<file path="config.mk">
export PLATFORM = sky130hd
export DESIGN_NAME = fifo_stream_out
export DESIGN_NICKNAME = d
export VERILOG_FILES = /design/src/rtl/fifo_stream_out.sv
export SDC_FILE = /design/constraint.sdc
export NUM_CORES = 1
export LEC_CHECK = 0
export ABC_AREA = 1
export CAP_MARGIN = 20
export CELL_PAD_IN_SITES_DETAIL_PLACEMENT = 1
export CELL_PAD_IN_SITES_GLOBAL_PLACEMENT = 1
export CORE_AREA = 5 5 112 114
export CTS_CLUSTER_DIAMETER = 200
export DETAILED_ROUTE_END_ITERATION = 7
export DIE_AREA = 0 0 117 119
export MAX_ROUTING_LAYER = met4
export PLACE_DENSITY = 0.56
export REMOVE_ABC_BUFFERS = 1
export SYNTH_ARGS = -nofsm -noshare
export SYNTH_HDL_FRONTEND = slang
export SYNTH_SLANG_ARGS = --single-unit
</file>
<file path="constraint.sdc">
create_clock -name clk -period 2.38 [get_ports clk]
set_clock_uncertainty 0.05 [all_clocks]
set_input_delay 0.476 -clock clk [delete_from_list [all_inputs] [get_ports clk]]
set_output_delay 0.476 -clock clk [all_outputs]
set_load 0.01 [all_outputs]
</file>
<file path="src/rtl/fifo_stream_out.sv">
// fifo_stream_out: drains a synchronous FIFO through a 3-entry buffer into a packet stream.
// Define FIFO_STREAM_OUT_CHECKSUM_EN to append a checksum beat after every packet.
module fifo_stream_out #(
    parameter int Data_width = 16,
    parameter int PKT_LEN    = 4
) (
    input  logic                  clk,
    input  logic                  reset,
    input  logic                  fifo_empty,
    input  logic [Data_width-1:0] fifo_data,
    output logic                  fifo_read_en,
    output logic [Data_width-1:0] m_data,
    output logic                  m_valid,
    input  logic                  m_ready,
    output logic                  m_last
);

    localparam logic [7:0] LAST_BEAT = 8'(PKT_LEN - 1);

`ifdef FIFO_STREAM_OUT_CHECKSUM_EN
    typedef enum logic {STREAM, CKSUM} state_t;
`else
    typedef enum logic {STREAM} state_t;
`endif

    state_t                state_q;
    state_t                state_d;
    logic [Data_width-1:0] mem_q [3];
    logic [1:0]            wr_ptr_q;
    logic [1:0]            rd_ptr_q;
    logic [1:0]            count_q;
    logic                  inflight_q;
    logic                  armed_q;
    logic [7:0]            beat_q;
    logic                  beat_fire;
    logic [2:0]            occupancy;

`ifdef FIFO_STREAM_OUT_CHECKSUM_EN
    logic [Data_width-1:0] sum_q;
`endif

    function automatic logic [1:0] ptr_next(input logic [1:0] p);
        return (p == 2'd2) ? 2'd0 : p + 2'd1;
    endfunction

    // In-flight pop reserves a slot so the buffer can never overflow.
    assign occupancy    = {1'b0, count_q} + {2'b00, inflight_q};
    assign fifo_read_en = armed_q && !fifo_empty && (occupancy < 3'd3);

    always_comb begin
        state_d   = state_q;
        m_valid   = 1'b0;
        m_last    = 1'b0;
        m_data    = mem_q[rd_ptr_q];
        beat_fire = 1'b0;
        unique case (state_q)
            STREAM: begin
                m_valid   = (count_q != 2'd0);
                beat_fire = m_valid && m_ready;
`ifdef FIFO_STREAM_OUT_CHECKSUM_EN
                if (beat_fire && (beat_q == LAST_BEAT)) begin
                    state_d = CKSUM;
                end
`else
                m_last = m_valid && (beat_q == LAST_BEAT);
`endif
            end
`ifdef FIFO_STREAM_OUT_CHECKSUM_EN
            CKSUM: begin
                m_valid = 1'b1;
                m_last  = 1'b1;
                m_data  = sum_q;
                if (m_ready) begin
                    state_d = STREAM;
                end
            end
`endif
            default: begin
                state_d = STREAM;
            end
        endcase
    end

    always_ff @(posedge clk or posedge reset) begin
        if (reset) begin
            state_q    <= STREAM;
            armed_q    <= 1'b0;
            inflight_q <= 1'b0;
            count_q    <= 2'd0;
            wr_ptr_q   <= 2'd0;
            rd_ptr_q   <= 2'd0;
            beat_q     <= 8'd0;
            for (int i = 0; i < 3; i++) begin
                mem_q[i] <= '0;
            end
        end else begin
            state_q    <= state_d;
            armed_q    <= 1'b1;
            inflight_q <= fifo_read_en;
            count_q    <= count_q + {1'b0, inflight_q} - {1'b0, beat_fire};
            if (inflight_q) begin
                mem_q[wr_ptr_q] <= fifo_data;
                wr_ptr_q        <= ptr_next(wr_ptr_q);
            end
            if (beat_fire) begin
                rd_ptr_q <= ptr_next(rd_ptr_q);
                beat_q   <= (beat_q == LAST_BEAT) ? 8'd0 : beat_q + 8'd1;
            end
        end
    end

`ifdef FIFO_STREAM_OUT_CHECKSUM_EN
    always_ff @(posedge clk or posedge reset) begin
        if (reset) begin
            sum_q <= '0;
        end else if (beat_fire) begin
            sum_q <= sum_q + m_data;
        end else if ((state_q == CKSUM) && m_ready) begin
            sum_q <= '0;
        end
    end
`endif

endmodule

</file>
==> run_results.csv <==
group,metric,value,unit
die,fp.dieW,117,µm
global_routing,grt_pass1_vias,2500,
global_routing,antenna_found_initial,0,
global_routing,met2_usage,0.1760,
clock_network,h-tree-depth,3,
power,power_density,1404,nW/µm²
clock_network,clk_pin_slew,0.06,ns
global_routing,gr-usage-all-layers,0.1181,
layout,nFillCells,1334,
synth,yosysTopAreaCell,"dfrtp_1",
setup_path,crit_path_start_kind,"flip-flop",
timing,slew_violations,0,
synth,synth_top_area_frac,0.4940,
detailed_routing,post_drt_wl_per_cell,13.82,µm
timing,maxClockFrequency,435.9,MHz
setup_path,crit_arrival,1.77,ns
synth,muxShareOfSynthArea,0,
global_routing,grtUsageMet1,0.1589,
timing,period_needed,2.294,ns
detailed_routing,routed-via-count,2376,
synth,ys_types,21,
synth,ys_seq_area_frac,0.4940,
clock_network,cts-root-buf,"clkbuf_16",
synth,syn_inst,339,
global_routing,grt-ovfl-total,0,
timing,max_slew_margin,0.6068,
power,peakVddDrop,478.3,µV
layout,multiInputGateArea,1348,µm²
die,rows,39,
detailed_routing,drtAntennaViolNets,0,
detailed_routing,drt_iter0_drc,125,
setup_path,reg2reg_depth,4,
synth,synth_area_per_cell,9.563,µm²
die,core_area,11320,µm²
layout,ff_latch_area,1604,µm²
timing,hold_viol,0,
worst_hold_path,hold_path_class,"in -> async",
flow_run,maxCapViolCount,0,
setup_path,r2r_end,"mem_q[47]",
die,start_util,0.2864,
layout,final_layout_size_suffix_gt1_frac,0.2672,
timing,fin_tns_setup,0,ns
synth,synth-compound-area-share,0.1343,
timing,rsz0062_at_grt,"false",
detailed_routing,via_per_inst,4.433,
placement,hpwl,4864,µm
setup_path,worstSetupEndpointType,"output pin",
die,pin_count,39,
setup_path,critPathKind,"reg -> out",
clock_network,clockBufferDepth,2,
detailed_routing,post-route-drc-count,0,
clock_network,cts_tree,"yes",
synth,synth_top_family_by_area,"simple AND/OR/NAND/NOR gates",
clock_network,clkSinkCount,64,
synth,ys_top_cells_by_area,"dfrtp_1, o21ai_2, nand2_1",
layout,num_antenna_cells,0,
synth,post_synth_instance_area,3242,µm²
detailed_routing,wirelength,7407,µm
global_routing,grt_max_degree,52,
timing,worst_pin_slew,0.5898,ns
placement,dpl-instance-area,3692,µm²
power,p_leak,2.119,nW
synth,ys_ff_latch,64,
outcome,status,"finished, final reports clean",
synth,synth-simple-area-share,0.2474,
die,die_y,119,µm
placement,place_congestion,0.7192,
clock_network,clk_latency,0.32,ns
timing,post-route-period-util,0.9639,
global_routing,use_met3,0.02941,
layout,num-nets-final,414,
synth,synth-xor-area-share,0.01351,
synth,yosysWarningCount,0,
global_routing,grt_pass1_wl,12650,µm
detailed_routing,first_pass_iters,4,
layout,stdcell_area,4109,µm²
power,p_total,5.769,mW
layout,area_growth,26.75,%
setup_path,rr_startpoint,"wr_ptr_q[1]",
synth,yosys.area_share.adder,0.01930,
die,floorplan.die_area,13920,µm²
placement,portBuffers,38,
setup_path,crit_path_max_fanout,4,
timing,setup_violations,0,
setup_path,regToRegSetupSlack,0.84,ns
clock_network,numCtsBuffers,9,
setup_path,required,1.85,ns
global_routing,grt.busiest_layer,"met2",
per-stage QoR:
stage	instances	util	setup WS, ns	hold WS [ns]
3_5_place_dp	511	0.3261	0.1566	0.4184
3_3_place_gp	511	0.3261	0.2171	0.4163
6_report	536	0.3630	0.08585	0.3826
4_1_cts	536	0.3594	0.02035	0.3822
2_1_floorplan	324	-	0.2559	0.4053
5_1_grt	536	0.3630	0.001242	0.4101
worst max-delay path, stage by stage, from the launching register on:
cell and delay (ns):
dfrtp_2 0.43, inv_4 0.07, nor2_8 0.14, buf_4 0.14, nand2_1 0.05, nand3_1 0.07, clkdlybuf4s50_1 0.54
repair_timing:
action | CTS | global route
hold buffers | 0 | 0
setup buffers | 10 | 0
pin swaps | 2 | 0
resized for setup | 3 | 19
endpoints found under the setup margin | 18 | 17
endpoints found under the hold margin | 0 | 0
layer usage:
metal	vias up	share of wire
met2	34	0.46
met5	-	0
li1	1193	-
met3	5	0.036
met1	1144	0.50
met4	0	0.011
area by class of cell:
class,count,share of cell area
Sequential cell,64,0.3904
Multi-Input combinational cell,227,0.3280
Timing Repair Buffer,54,0.1373
Clock buffer,11,0.05907
Tap cell,143,0.04354
Inverter,33,0.03076
Clock inverter,4,0.01096
power breakdown:
group	switching (mW)	internal [mW]	leakage [nW]
combinational	1.30	1.21	1.20
sequential	0.363	1.61	0.770
clock	0.462	0.827	0.145
total	2.12	3.65	2.12
synthesized netlist by cell type, drive strengths merged:
library cell,number
buf,15
conb,1
dfrtp,64
ha,5
inv,33
nand2,105
nand3,43
nand3b,1
nand4,3
nor2,13
o21ai,51
xnor2,4
xor2,1
flip-flops by register name, summed over array words and instances (netlist names):
name        flops
beat_q          8
wr_ptr_q        2
rd_ptr_q        2
count_q         2
armed_q         1
mem_q          48
inflight_q      1
how the worst max path moves through the flow:
stage	end	slack, ns	start	cells after the start
after floorplan	armed_q	0.26	reset	1
after global placement	fifo_read_en	0.22	count_q[0]	6
after detailed placement	fifo_read_en	0.16	count_q[0]	6
after CTS	m_last	0.02	beat_q[1]	6
after global routing	m_data[2]	0.001	rd_ptr_q[1]	6
final	m_data[2]	0.09	rd_ptr_q[1]	6
cells by family (layout without fill, tap and decap cells):
group                      count (synthesis)  after routing
DFF                                       64             64
and+or+nand+nor                          165            165
other                                      1              1
AOI/OAI and AO/OA                         51             51
adders and majority gates                  5              5
buffers and inverters                     48            102
xor gates and xnor gates                   5              5
placed cells by master, fill, tap and decap left out, types with 2 or more instances in the layout:
master	netlist	final
xnor2_1	4	4
ha_1	5	5
dfrtp_2	0	2
nand2_1	89	89
dlymetal6s2s_1	0	16
nor2_1	10	10
nand2_2	16	16
buf_12	0	2
o21ai_2	48	48
clkbuf_16	0	9
nand3_1	40	40
inv_1	32	31
nand4_1	3	3
buf_4	0	13
dfrtp_1	64	62
nor2_8	2	2
clkinv_2	0	3
clkdlybuf4s50_1	0	21
nand3_4	3	3
o21ai_0	3	3
Power figures use the tool's default switching activity.
==> RTL edit, RTL diff (same settings) <==
Build with the macro `FIFO_STREAM_OUT_CHECKSUM_EN` defined.
--- a/src/rtl/fifo_stream_out.sv
+++ b/src/rtl/fifo_stream_out.sv
@@ -1,4 +1,6 @@
 // fifo_stream_out: drains a synchronous FIFO through a 3-entry buffer into a packet stream.
 // Define FIFO_STREAM_OUT_CHECKSUM_EN to append a checksum beat after every packet.
+`define FIFO_STREAM_OUT_CHECKSUM_EN
+
 module fifo_stream_out #(
     parameter int Data_width = 16,
Behaviour: not the same (Yosys sat finds a counterexample within 10 cycles, from zero or initial values and one cycle with reset high).
==> RTL edit against the original RTL <==
- the run now ends with negative setup slack left
- design area increased by 73%
- worst setup slack got worse by 330 ps
- wire length increased by 130%
- synthesized area increased by 37%
- die area unchanged
- critical endpoint is now sum_q[6]
- non-clock buffer count increased by 89
- via count increased by 92%
- sequential cell count increased by 17
- highest routed layer unchanged
- count of clock-buffer cells in the layout unchanged
- sequential share of layout area decreased by 10 points
Power is left out: the tool's default activity adds up to more than one toggle a clock period on the data nets, which glitch-free logic cannot reach.
==> RTL edit: results <==
[status]
outcome = complete, but fails checks
violations = negative setup slack

[final_layout]
num-nonclk-buffers = 143
multiInputCombCellCount = 400
drive_above_1_share = 0.3928
clock_cell_area_share = 0.04078
bufAreaShareNonClock = 0.1926
multi_input_area_share = 0.4109
seq_area_frac = 0.2861
num-nets-final = 754
nNonClkInverters = 78
top_regs = mem_q: 48 flops, sum_q: 16 flops, beat_q: 8 flops
fillCellCount = 1281

[synth]
synth.lib_cells_used.distinct = 36
syn_avg_cell_area_um2 = 7.725
synth.area.top_cells = dfrtp_1 46%, nand2_1 15%, o21ai_0 7.7%
synth-compound-area-share = 0.1485
synth_xor_area_frac = 0.009859
post_synth_fa_ha_maj_area_fraction = 0.06085
synth.yosys.seq_area_share = 0.4563
ys_top_cells_by_count = 180 x nand2_1, 81 x dfrtp_1, 73 x inv_1

[clocking]
cts_buffer_depth = 2
clkLatencyLatePin_ps = 350
cts.sinks = 81
cts_max_level = 3

[placement]
detailedPlacementHpwl_um = 10250
globalplace.congestion = 0.8551
place_worst_setup_slack_ps = -285.7

[setup_path]
timing.critical_path.arrival_ps = 2850
timing.reg2reg.worst_path_depth = 15
worst_path_max_delay_cell = fa_2
worst_setup_path_end_kind = flop
worstReg2RegEnd = sum_q[6]
timing.rr.start = rd_ptr_q[1]
cpPeakStageDelay_ps = 420
maximum_fanout_count_along_the_critical_path = 7

[detailed_routing]
m1WireLength_um = 7668
wl_met2_um = 8618
detail_route.wirelength_um = 17240
via_count = 4565
drt-initial-drc-count = 238
met3RoutedLength_um = 427

[grt]
m1_gr_usage = 0.3217
largest_net_degree_at_the_start_of_global_routing = 34
groute.layer.met2.usage = 0.3642
gr-usage-all-layers = 0.2373
grtUsageMet3 = 0.04006
grt_first_pass_wirelength_um = 25040
first_global_vias = 4888

[timing]
timing.setup.tns_ps = -3200
worst_path_setup_slack_after_routing_ps = -241.5
hold_slack_ps = 394.7
finalSetupViolCount = 26
==> RTL edit: cell count changes in the layout (fill, tap and decap cells not counted), moves of 18 or more <==
| cell | unedited run | this run |
|---|---|---|
| dfrtp_1 | 62 | 80 |
| nand3_1 | 40 | 14 |
| o21ai_0 | 3 | 59 |
| inv_1 | 31 | 66 |
| buf_4 | 13 | 70 |
| nand2_1 | 89 | 129 |
| o21ai_2 | 48 | 1 |
| nand2_4 | 0 | 20 |
| buf_6 | 1 | 40 |
==> RTL edit: per-stage QoR <==
stage	instances	utilization	cell area (µm²)
final	861	0.6261	7088
after global routing	861	0.6261	7088
after CTS	858	0.5770	6533
after detailed placement	814	0.4887	5533
after global placement	814	0.4887	5533
after floorplan	558	-	4359
==> RTL edit: timing repair <==
| action | 4_1_cts | 5_1_grt |
|---|---|---|
| pin swaps | 44 | 77 |
| setup endpoints to repair | 30 | 31 |
| gates cloned | 1 | 0 |
| gates resized for setup | 177 | 129 |
| buffers inserted | 31 | 7 |
